$ cat config.mk
export PLATFORM = sky130hd
export DESIGN_NAME = alu_issue_ctrl
export DESIGN_NICKNAME = d
export VERILOG_FILES = /design/src/rtl/alu_pkg.sv /design/src/rtl/alu_issue_ctrl_regfile16.sv /design/src/rtl/alu_issue_ctrl.sv
export SDC_FILE = /design/constraint.sdc
export NUM_CORES = 1
export LEC_CHECK = 0
export ABC_AREA = 1
export BUFFER_PORTS_ARGS = -buffer_cell sky130_fd_sc_hd__buf_2
export CAP_MARGIN = 20
export CORE_MARGIN = 1.5
export CORE_UTILIZATION = 33
export CTS_CLUSTER_SIZE = 25
export DETAILED_ROUTE_END_ITERATION = 8
export SLEW_MARGIN = 0
export SYNTH_ARGS = -nofsm -noshare
export SYNTH_HDL_FRONTEND = slang
export SYNTH_SLANG_ARGS = --single-unit
$ cat constraint.sdc
create_clock -name clk -period 1.73 [get_ports clk]
set_input_delay 0.346 -clock clk [delete_from_list [all_inputs] [get_ports clk]]
set_output_delay 0.346 -clock clk [all_outputs]
set_load 0.01 [all_outputs]
$ cat src/rtl/alu_pkg.sv
// Shared opcode, flag and state definitions for the ALU issue sequencer.
package alu_pkg;

  localparam int unsigned DW    = 16;
  localparam int unsigned NREGS = 16;
  localparam int unsigned AW    = 4;
  localparam int unsigned OPW   = 8;
  localparam int unsigned FW    = 5;

  // R-type op_ext codes (op_hi = 0000)
  localparam logic [3:0] OPX_WAIT = 4'h0;
  localparam logic [3:0] OPX_AND  = 4'h1;
  localparam logic [3:0] OPX_OR   = 4'h2;
  localparam logic [3:0] OPX_XOR  = 4'h3;
  localparam logic [3:0] OPX_ADD  = 4'h5;
  localparam logic [3:0] OPX_ADDU = 4'h6;
  localparam logic [3:0] OPX_ADDC = 4'h7;
  localparam logic [3:0] OPX_SUB  = 4'h9;
  localparam logic [3:0] OPX_CMP  = 4'hB;

  // I-type op_hi codes
  localparam logic [3:0] OPH_RTYPE = 4'h0;
  localparam logic [3:0] OPH_ADDI  = 4'h5;
  localparam logic [3:0] OPH_ADDUI = 4'h6;
  localparam logic [3:0] OPH_ADDCI = 4'h7;
  localparam logic [3:0] OPH_SHIFT = 4'h8;
  localparam logic [3:0] OPH_SUBI  = 4'h9;
  localparam logic [3:0] OPH_CMPI  = 4'hB;

  // Flag bit positions within alu_flags / psr
  localparam int unsigned FLAG_Z = 4;
  localparam int unsigned FLAG_C = 3;
  localparam int unsigned FLAG_O = 2;
  localparam int unsigned FLAG_N = 1;
  localparam int unsigned FLAG_L = 0;

  typedef enum logic [1:0] {
    ST_IDLE = 2'd0,
    ST_EXEC = 2'd1,
    ST_WB   = 2'd2
  } state_t;

  // Instruction word fields
  typedef struct packed {
    logic [3:0] op_hi;
    logic [3:0] rdest;
    logic [3:0] op_ext;
    logic [3:0] rsrc;
  } inst_t;

  // Decoded instruction as handed to EXEC
  typedef struct packed {
    logic [OPW-1:0] op;
    logic [DW-1:0]  a;
    logic [DW-1:0]  b;
    logic           wr_en;
    logic           flag_en;
    logic [AW-1:0]  rdest;
  } decode_t;

  // 8-bit immediate extension: ADDUI zero-extends, all others sign-extend
  function automatic logic [DW-1:0] ext_imm(input logic [3:0] op_hi, input logic [7:0] imm);
    if (op_hi == OPH_ADDUI) return {8'h00, imm};
    else                    return {{8{imm[7]}}, imm};
  endfunction

endpackage

$ cat src/rtl/alu_issue_ctrl_regfile16.sv
// 16x16 register file: one write port, two operand read ports, one debug read port.
module regfile16
  import alu_pkg::*;
(
  input  logic          clk,
  input  logic          rst_n,
  input  logic          we,
  input  logic [AW-1:0] waddr,
  input  logic [DW-1:0] wdata,
  input  logic [AW-1:0] raddr_a,
  output logic [DW-1:0] rdata_a_c,
  input  logic [AW-1:0] raddr_b,
  output logic [DW-1:0] rdata_b_c,
  input  logic [AW-1:0] dbg_addr,
  output logic [DW-1:0] dbg_data_c
);

  logic [DW-1:0] regs_q [NREGS];

  // Register storage with asynchronous clear
  always_ff @(posedge clk or negedge rst_n) begin
    if (!rst_n) begin
      for (int i = 0; i < int'(NREGS); i++) regs_q[i] <= '0;
    end else if (we) begin
      regs_q[waddr] <= wdata;
    end
  end

  assign rdata_a_c  = regs_q[raddr_a];
  assign rdata_b_c  = regs_q[raddr_b];
  assign dbg_data_c = regs_q[dbg_addr];

endmodule

$ cat src/rtl/alu_issue_ctrl.sv
// ALU issue sequencer: accept, decode, execute on the external ALU, write back.
module alu_issue_ctrl
  import alu_pkg::*;
(
  input  logic           clk,
  input  logic           reset_n,
  input  logic           inst_valid,
  output logic           inst_ready,
  input  logic [DW-1:0]  inst,
  output logic [OPW-1:0] alu_op,
  output logic [DW-1:0]  alu_a,
  output logic [DW-1:0]  alu_b,
  input  logic [DW-1:0]  alu_c,
  input  logic [FW-1:0]  alu_flags,
  output logic [FW-1:0]  psr,
  output logic           done,
  input  logic [AW-1:0]  dbg_addr,
  output logic [DW-1:0]  dbg_data
);

  state_t         state_q, state_nxt;
  inst_t          iw;
  decode_t        dec;
  logic [DW-1:0]  rd_a, rd_b;

  logic [OPW-1:0] alu_op_nxt;
  logic [DW-1:0]  alu_a_nxt, alu_b_nxt;
  logic           ready_nxt, done_nxt;
  logic [FW-1:0]  psr_nxt;
  logic [DW-1:0]  result_q, result_nxt;
  logic [FW-1:0]  flags_q, flags_nxt;
  logic           wr_en_q, wr_en_nxt;
  logic           flag_en_q, flag_en_nxt;
  logic [AW-1:0]  rdest_q, rdest_nxt;
  logic           rf_we;

  assign iw = inst_t'(inst);

  regfile16 u_rf (
    .clk        (clk),
    .rst_n      (reset_n),
    .we         (rf_we),
    .waddr      (rdest_q),
    .wdata      (result_q),
    .raddr_a    (iw.rdest),
    .rdata_a_c  (rd_a),
    .raddr_b    (iw.rsrc),
    .rdata_b_c  (rd_b),
    .dbg_addr   (dbg_addr),
    .dbg_data_c (dbg_data)
  );

  // Instruction decode from the offered word and current register contents
  always_comb begin
    dec       = '0;
    dec.rdest = iw.rdest;
    dec.a     = rd_a;
    case (iw.op_hi)
      OPH_RTYPE: begin
        dec.op = {OPH_RTYPE, iw.op_ext};
        dec.b  = rd_b;
      end
      OPH_SHIFT: begin
        dec.op = {OPH_SHIFT, iw.op_ext};
        dec.b  = {12'h000, iw.rsrc};
      end
      default: begin
        dec.op = {iw.op_hi, 4'h0};
        dec.b  = ext_imm(iw.op_hi, {iw.op_ext, iw.rsrc});
      end
    endcase
    dec.wr_en   = (dec.op != {OPH_RTYPE, OPX_CMP}) && (dec.op != {OPH_CMPI, 4'h0})
                  && (dec.op != {OPH_RTYPE, OPX_WAIT});
    dec.flag_en = (dec.op != {OPH_RTYPE, OPX_WAIT});
  end

  // Next-state and registered-output logic
  always_comb begin
    state_nxt   = state_q;
    alu_op_nxt  = '0;
    alu_a_nxt   = '0;
    alu_b_nxt   = '0;
    ready_nxt   = 1'b0;
    done_nxt    = 1'b0;
    psr_nxt     = psr;
    result_nxt  = result_q;
    flags_nxt   = flags_q;
    wr_en_nxt   = wr_en_q;
    flag_en_nxt = flag_en_q;
    rdest_nxt   = rdest_q;
    rf_we       = 1'b0;
    case (state_q)
      ST_IDLE: begin
        ready_nxt = 1'b1;
        if (inst_valid && inst_ready) begin
          state_nxt   = ST_EXEC;
          ready_nxt   = 1'b0;
          alu_op_nxt  = dec.op;
          alu_a_nxt   = dec.a;
          alu_b_nxt   = dec.b;
          wr_en_nxt   = dec.wr_en;
          flag_en_nxt = dec.flag_en;
          rdest_nxt   = dec.rdest;
        end
      end
      ST_EXEC: begin
        state_nxt  = ST_WB;
        result_nxt = alu_c;
        flags_nxt  = alu_flags;
        done_nxt   = 1'b1;
      end
      ST_WB: begin
        state_nxt = ST_IDLE;
        ready_nxt = 1'b1;
        rf_we     = wr_en_q;
        if (flag_en_q) psr_nxt = flags_q;
      end
      default: begin
        state_nxt = ST_IDLE;
        ready_nxt = 1'b1;
      end
    endcase
  end

  // State and output registers
  always_ff @(posedge clk or negedge reset_n) begin
    if (!reset_n) begin
      state_q    <= ST_IDLE;
      alu_op     <= '0;
      alu_a      <= '0;
      alu_b      <= '0;
      inst_ready <= 1'b1;
      done       <= 1'b0;
      psr        <= '0;
      result_q   <= '0;
      flags_q    <= '0;
      wr_en_q    <= 1'b0;
      flag_en_q  <= 1'b0;
      rdest_q    <= '0;
    end else begin
      state_q    <= state_nxt;
      alu_op     <= alu_op_nxt;
      alu_a      <= alu_a_nxt;
      alu_b      <= alu_b_nxt;
      inst_ready <= ready_nxt;
      done       <= done_nxt;
      psr        <= psr_nxt;
      result_q   <= result_nxt;
      flags_q    <= flags_nxt;
      wr_en_q    <= wr_en_nxt;
      flag_en_q  <= flag_en_nxt;
      rdest_q    <= rdest_nxt;
    end
  end

endmodule
# Word level (Yosys, flattened, before mapping)
# Index checks and enable logic that the tools add are counted.
op_classes:
  magnitude_cmp: 5
  bitwise_logic: 4
  n_mux: 27
  addsub: 0
  shift: 0
  reduce_logical: 9
  n_mul: 0
  n_eq_ne: 7
  div: 0
ops:
  columns: ["op", "count"]
  rows:
  - ["$bwmux W256", 1]
  - ["$bmux W16 S4", 3]
  - ["$mux W16", 12]
  - ["$demux W16 S4", 1]
  - ["$pmux W16 S2", 1]
  - ["$ge A5 B5 Y1 const B", 4]
  - ["$not A4 Y5", 4]
  - ["$mux W8", 2]
  - ["$pmux W8 S2", 1]
  - ["$ne A8 B4 Y1 const B", 1]
  - ["$ne A8 B8 Y1 const B", 1]
  - ["$reduce_bool A8 Y1", 1]
  - ["$lt A5 B1 Y1 const B", 1]
  - ["$eq A4 B3 Y1 const B", 1]
  - ["$eq A4 B4 Y1 const B", 1]
  - ["$logic_and A1 B1 Y1", 4]
  - ["$logic_not A4 Y1", 1]
  - ["$pmux W2 S2", 1]
  - ["$reduce_and A2 Y1", 2]
  - ["$mux W1", 3]
  - ["$eq A2 B1 Y1 const B", 1]
  - ["$eq A2 B2 Y1 const B", 1]
  - ["$logic_not A2 Y1", 1]
  - ["$mux W2", 1]
  - ["2 further kinds", 2]
totals:
  mem_count: 0
  output_inout_bits: 63
  romBits: 0
  input_bits: 44
  reg_bits: 332
  mem_bits_rw: 0
  latch_bits: 0
  word_cells: 80

# Longest topological paths before layout
depth:
  depth_word: 7
  ltp_mapped: 10
  mapped_depth_nobuf: 8

# Modules after synthesis
# From an unflattened synthesis, not the netlist that was laid out.
unflattened:
  cells_unflattened: 3079
  area_unflattened_um2: 20103.0
modules_own_cells:
  columns: ["mod", "seq_area_each_um2", "n_inst", "cells_per_inst", "area_each_um2"]
  rows:
  - ["regfile16", 6406.1, 1, 2787, 17242.8]
  - ["alu_issue_ctrl", 1903.1, 1, 292, 2860.2]

# Worst setup path before layout
# OpenSTA, ideal clock, no wires.
synth_path:
  path_kind: "input -> output"
  start: "in dbg_addr[0]"
  end: "out dbg_data[10]"
  setup_slack_ns: 0.073
  t_required_ns: 1.384
  n_path_buf: 3
  arrival_ns: 1.311
  stages: 7
  cell_sequence: "buf_2 > buf_2 > clkbuf_1 > o211ai_1 > nand3_1 > nand3_1 > nand2_1"
synth_via:
  elab_chain_cells: 4
synth_lines:
  columns: ["element", "line", "rtl"]
  rows:
  - ["start, declared", "alu_issue_ctrl.sv:17", "input logic [AW-1:0] dbg_addr,"]
  - ["$not A4 Y5 (not written as such)", "alu_issue_ctrl_regfile16.sv:31", "assign dbg_data_c = regs_q[dbg_addr];"]
  - ["$bmux W16 S4", "alu_issue_ctrl_regfile16.sv:31", null]
  - ["$mux W16 (not written as such) (2 in series)", "alu_issue_ctrl_regfile16.sv:31", null]
  - ["end, declared", "alu_issue_ctrl.sv:18", "output logic [DW-1:0] dbg_data"]
# Every way passes these cells. The select of a mux whose other input is x is not followed.

# Final worst setup path
layout_path:
  start: "reg u_rf.regs_q[233] in the netlist's numbering"
  end: "out dbg_data[9]"
layout_via:
  elab_chain_cells: 3
layout_lines:
  columns: ["element", "line", "rtl"]
  rows:
  - ["start, declared", "alu_issue_ctrl_regfile16.sv:18", "logic [DW-1:0] regs_q [NREGS];"]
  - ["start signal, assigned by index", "alu_issue_ctrl_regfile16.sv:25", "regs_q[waddr] <= wdata;"]
  - ["$bmux W16 S4", "alu_issue_ctrl_regfile16.sv:31", null]
  - ["$mux W16 (not written as such) (2 in series)", "alu_issue_ctrl_regfile16.sv:31", null]
# Every way passes these cells. The select of a mux whose other input is x is not followed.

==> results.ini <==
[grt]
grt-ovfl-total = 0
grt_pass1_wl_mm = 117.6
grtUsageTotal = 0.2571
grt_pass1_vias = 19660
antenna_found_initial = 1
grt_max_degree = 67

[floorplanning]
dieHeight_um = 243.2
core_mm2 = 0.05671
dieArea_mm2 = 0.05916
row_count = 87
ios = 107
die_w_um = 243.2
initial_core_util = 0.3358

[setup_path]
start_kind = register
path_class = register to output pin
end_kind = output pin
r2r_cells = 6
r2r_end = u_rf.regs_q[83]$_DFFE_PN0P_
cp.required_ns = 1.38
worstPathArrival_ns = 1.76
worstPathMaxFanout = 2
ff2ff_setup_slack_ns = 0.08
r2r_start = rdest_q[2]$_DFFE_PN0P_

[clock_network]
clock_sinks = 332
clock_latency_ns = 0.57
h-tree-depth = 2
cts_buffer_depth = 3
clk_transition_reported_paths_ns = 0.06
cts_tree = yes
cts_root_buf = clkbuf_16
cts_made_buffers = 39

[drt]
postRouteAntennaNets = 0
drc = 0
vias = 20460
dr.pass1.iters = 9
wire_per_inst_um = 21.15
drtIter0Drc = 2765
viasPerCell = 5.602
totalWireLength_mm = 77.26

[placed_design]
place_hpwl_mm = 50.12
placedCellCount = 3505
gp_congestion = 0.9593
port_buffers = 106

[timing]
period_minus_slack_ns = 2.104
worstMarginPinSlew_ns = 0.6152
tns_ns = -3.991
layout_setup_ws_ns = -0.3741
finalCritPeriodShare = 1.216
rsz0062_at_grt = true
setup_violations = 16
fmax_mhz = 475.3
slew_violations = 0
max_slew_margin = 0.5894
final-hold-violation-count = 0
skew_ns = 0.02078

[power_and_ir_drop]
power_uw = 32740
power_leakage_uw = 0.01096
power_density_mw_per_mm2 = 1376
peakVddDrop_mv = 0.7600

[layout]
fin_nets = 2911
fillerInstances = 5781
mostFrequentLayoutCell = nand2_1
instances_no_fill = 3652
drive_gt1_frac = 0.1851
antenna-diode-count = 0
area_growth_pct = 24.97
final_cell_mix = 612 x nand2_1, 416 x o21ai_0, 337 x nand3_1, 331 x dfrtp_1, 208 x a21oi_1

[status]
status = complete, but fails checks
violations = setup timing

[yosys]
synth.distinct_cells = 22
ys_seq_area_frac = 0.4363
ys_warn_count = 0
netlist_area_mm2 = 0.01904
ys_seq_elements = 332
syn_inst = 2691
syn-num-nets = 2735
avgSynthCellArea_um2 = 7.077

[hold_path]
hp-start = alu_c[9]
min_path_type = primary input to register
min_delay_path_depth = 3
min_to = result_q[9]$_DFFE_PN0P_

[run]
max_cap_viol_count = 0

-- cell usage after synthesis --
cell type / instances / area share
inv_2: 1 / 0.00020
nand4_2: 3 / 0.0020
nor3_4: 1 / 0.00085
clkinv_1: 3 / 0.00059
nand3_2: 1 / 0.00053
nand2_1: 626 / 0.12
o21ai_1: 29 / 0.0076
a21oi_1: 227 / 0.060
inv_1: 245 / 0.048
buf_2: 50 / 0.013
clkbuf_1: 160 / 0.032
o22ai_1: 1 / 0.00033
nand4_1: 9 / 0.0030
dfstp_2: 1 / 0.0014
o211ai_1: 112 / 0.044
o21ai_0: 450 / 0.12
and3_1: 1 / 0.00033
nand3_1: 349 / 0.092
dfrtp_1: 331 / 0.43
buf_4: 1 / 0.00039
buf_1: 20 / 0.0039
nor2_1: 70 / 0.014
-- area by class of cell --
class,instances,area [um^2],area share
clock inverters,8,92.59,0.003890
flip-flops and latches,332,8309,0.3491
well taps,756,945.9,0.03975
repair buffers,366,3239,0.1361
inverters,249,934.6,0.03927
multi-input cells,1879,9062,0.3808
clock buffers,62,1215,0.05105
-- per-layer routing --
layer  track usage  part of all wire  routed length (um)
met4        0.1107             0.040                3055
met2        0.3966              0.44               33620
met3       0.05230              0.11                8114
met1        0.3482              0.42               32460
met5             0                 0                   0
-- worst max-delay path, cell delays in order (launching register included) --
cell      delay, ns
dfrtp_1        0.39
inv_2          0.11
a21oi_2        0.06
o21ai_1        0.09
nand2_1        0.07
o211ai_1       0.21
nand2_1        0.12
buf_2          0.16
-- worst max path at each step --
stage	startpoint	end	slack, ns	cells past startpoint
2_1_floorplan	dbg_addr[0]	dbg_data[10]	0.07	7
3_3_place_gp	dbg_addr[0]	dbg_data[15]	-0.20	8
3_5_place_dp	dbg_addr[0]	dbg_data[8]	-0.19	8
4_1_cts	u_rf.regs_q[233]$_DFFE_PN0P_	dbg_data[9]	-0.39	7
5_1_grt	u_rf.regs_q[233]$_DFFE_PN0P_	dbg_data[9]	-0.41	7
6_report	u_rf.regs_q[233]$_DFFE_PN0P_	dbg_data[9]	-0.37	7
-- metrics by stage --
| step | hold WS (ns) | instance area (um^2) | utilization | setup slack [ns] |
|---|---|---|---|---|
| finish | 0.009447 | 23800 | 0.4196 | -0.3741 |
| floorplan | 0.05041 | 19040 | - | 0.07329 |
| detailed placement | 0.2486 | 21610 | 0.3810 | -0.1880 |
| global placement | 0.2456 | 21610 | 0.3810 | -0.1971 |
| CTS | 0.0002785 | 23500 | 0.4144 | -0.3879 |
| global route | 0.01307 | 23800 | 0.4196 | -0.4115 |
-- where the power goes --
group          switching (uW)  leakage (uW)  internal (uW)
Combinational            6980       0.00583           4220
Sequential               2350       0.00449          10700
Clock                    3430      0.000644           5100
-- logic make-up (layout without fill, tap and decap cells) --
group	after synthesis	count (layout)	share of synthesized area
flip-flops	332	332	0.4363
AND/OR/NAND/NOR	1060	1060	0.2355
buffers and inverters	480	685	0.09809
AO/OA/AOI/OAI	819	819	0.2300
-- repair_timing --
item                                    in CTS  in global routing
pin swaps                                   44                 41
endpoints found under the setup margin      17                 18
cloned                                       0                  1
endpoints found under the hold margin       89                  0
hold buffers                                15                  0
resized for setup                          109                 54
buffers inserted                            36                 25
-- registers in the layout, indices dropped and copies added (netlist names) --
register and count:
flags_q 5, result_q 16, rdest_q 4, inst_ready 1
done 1, alu_a 16, alu_b 16, psr 5
u_rf.regs_q 256, wr_en_q 1, flag_en_q 1, alu_op 8
state_q 2
Power figures use the tool's default switching activity.
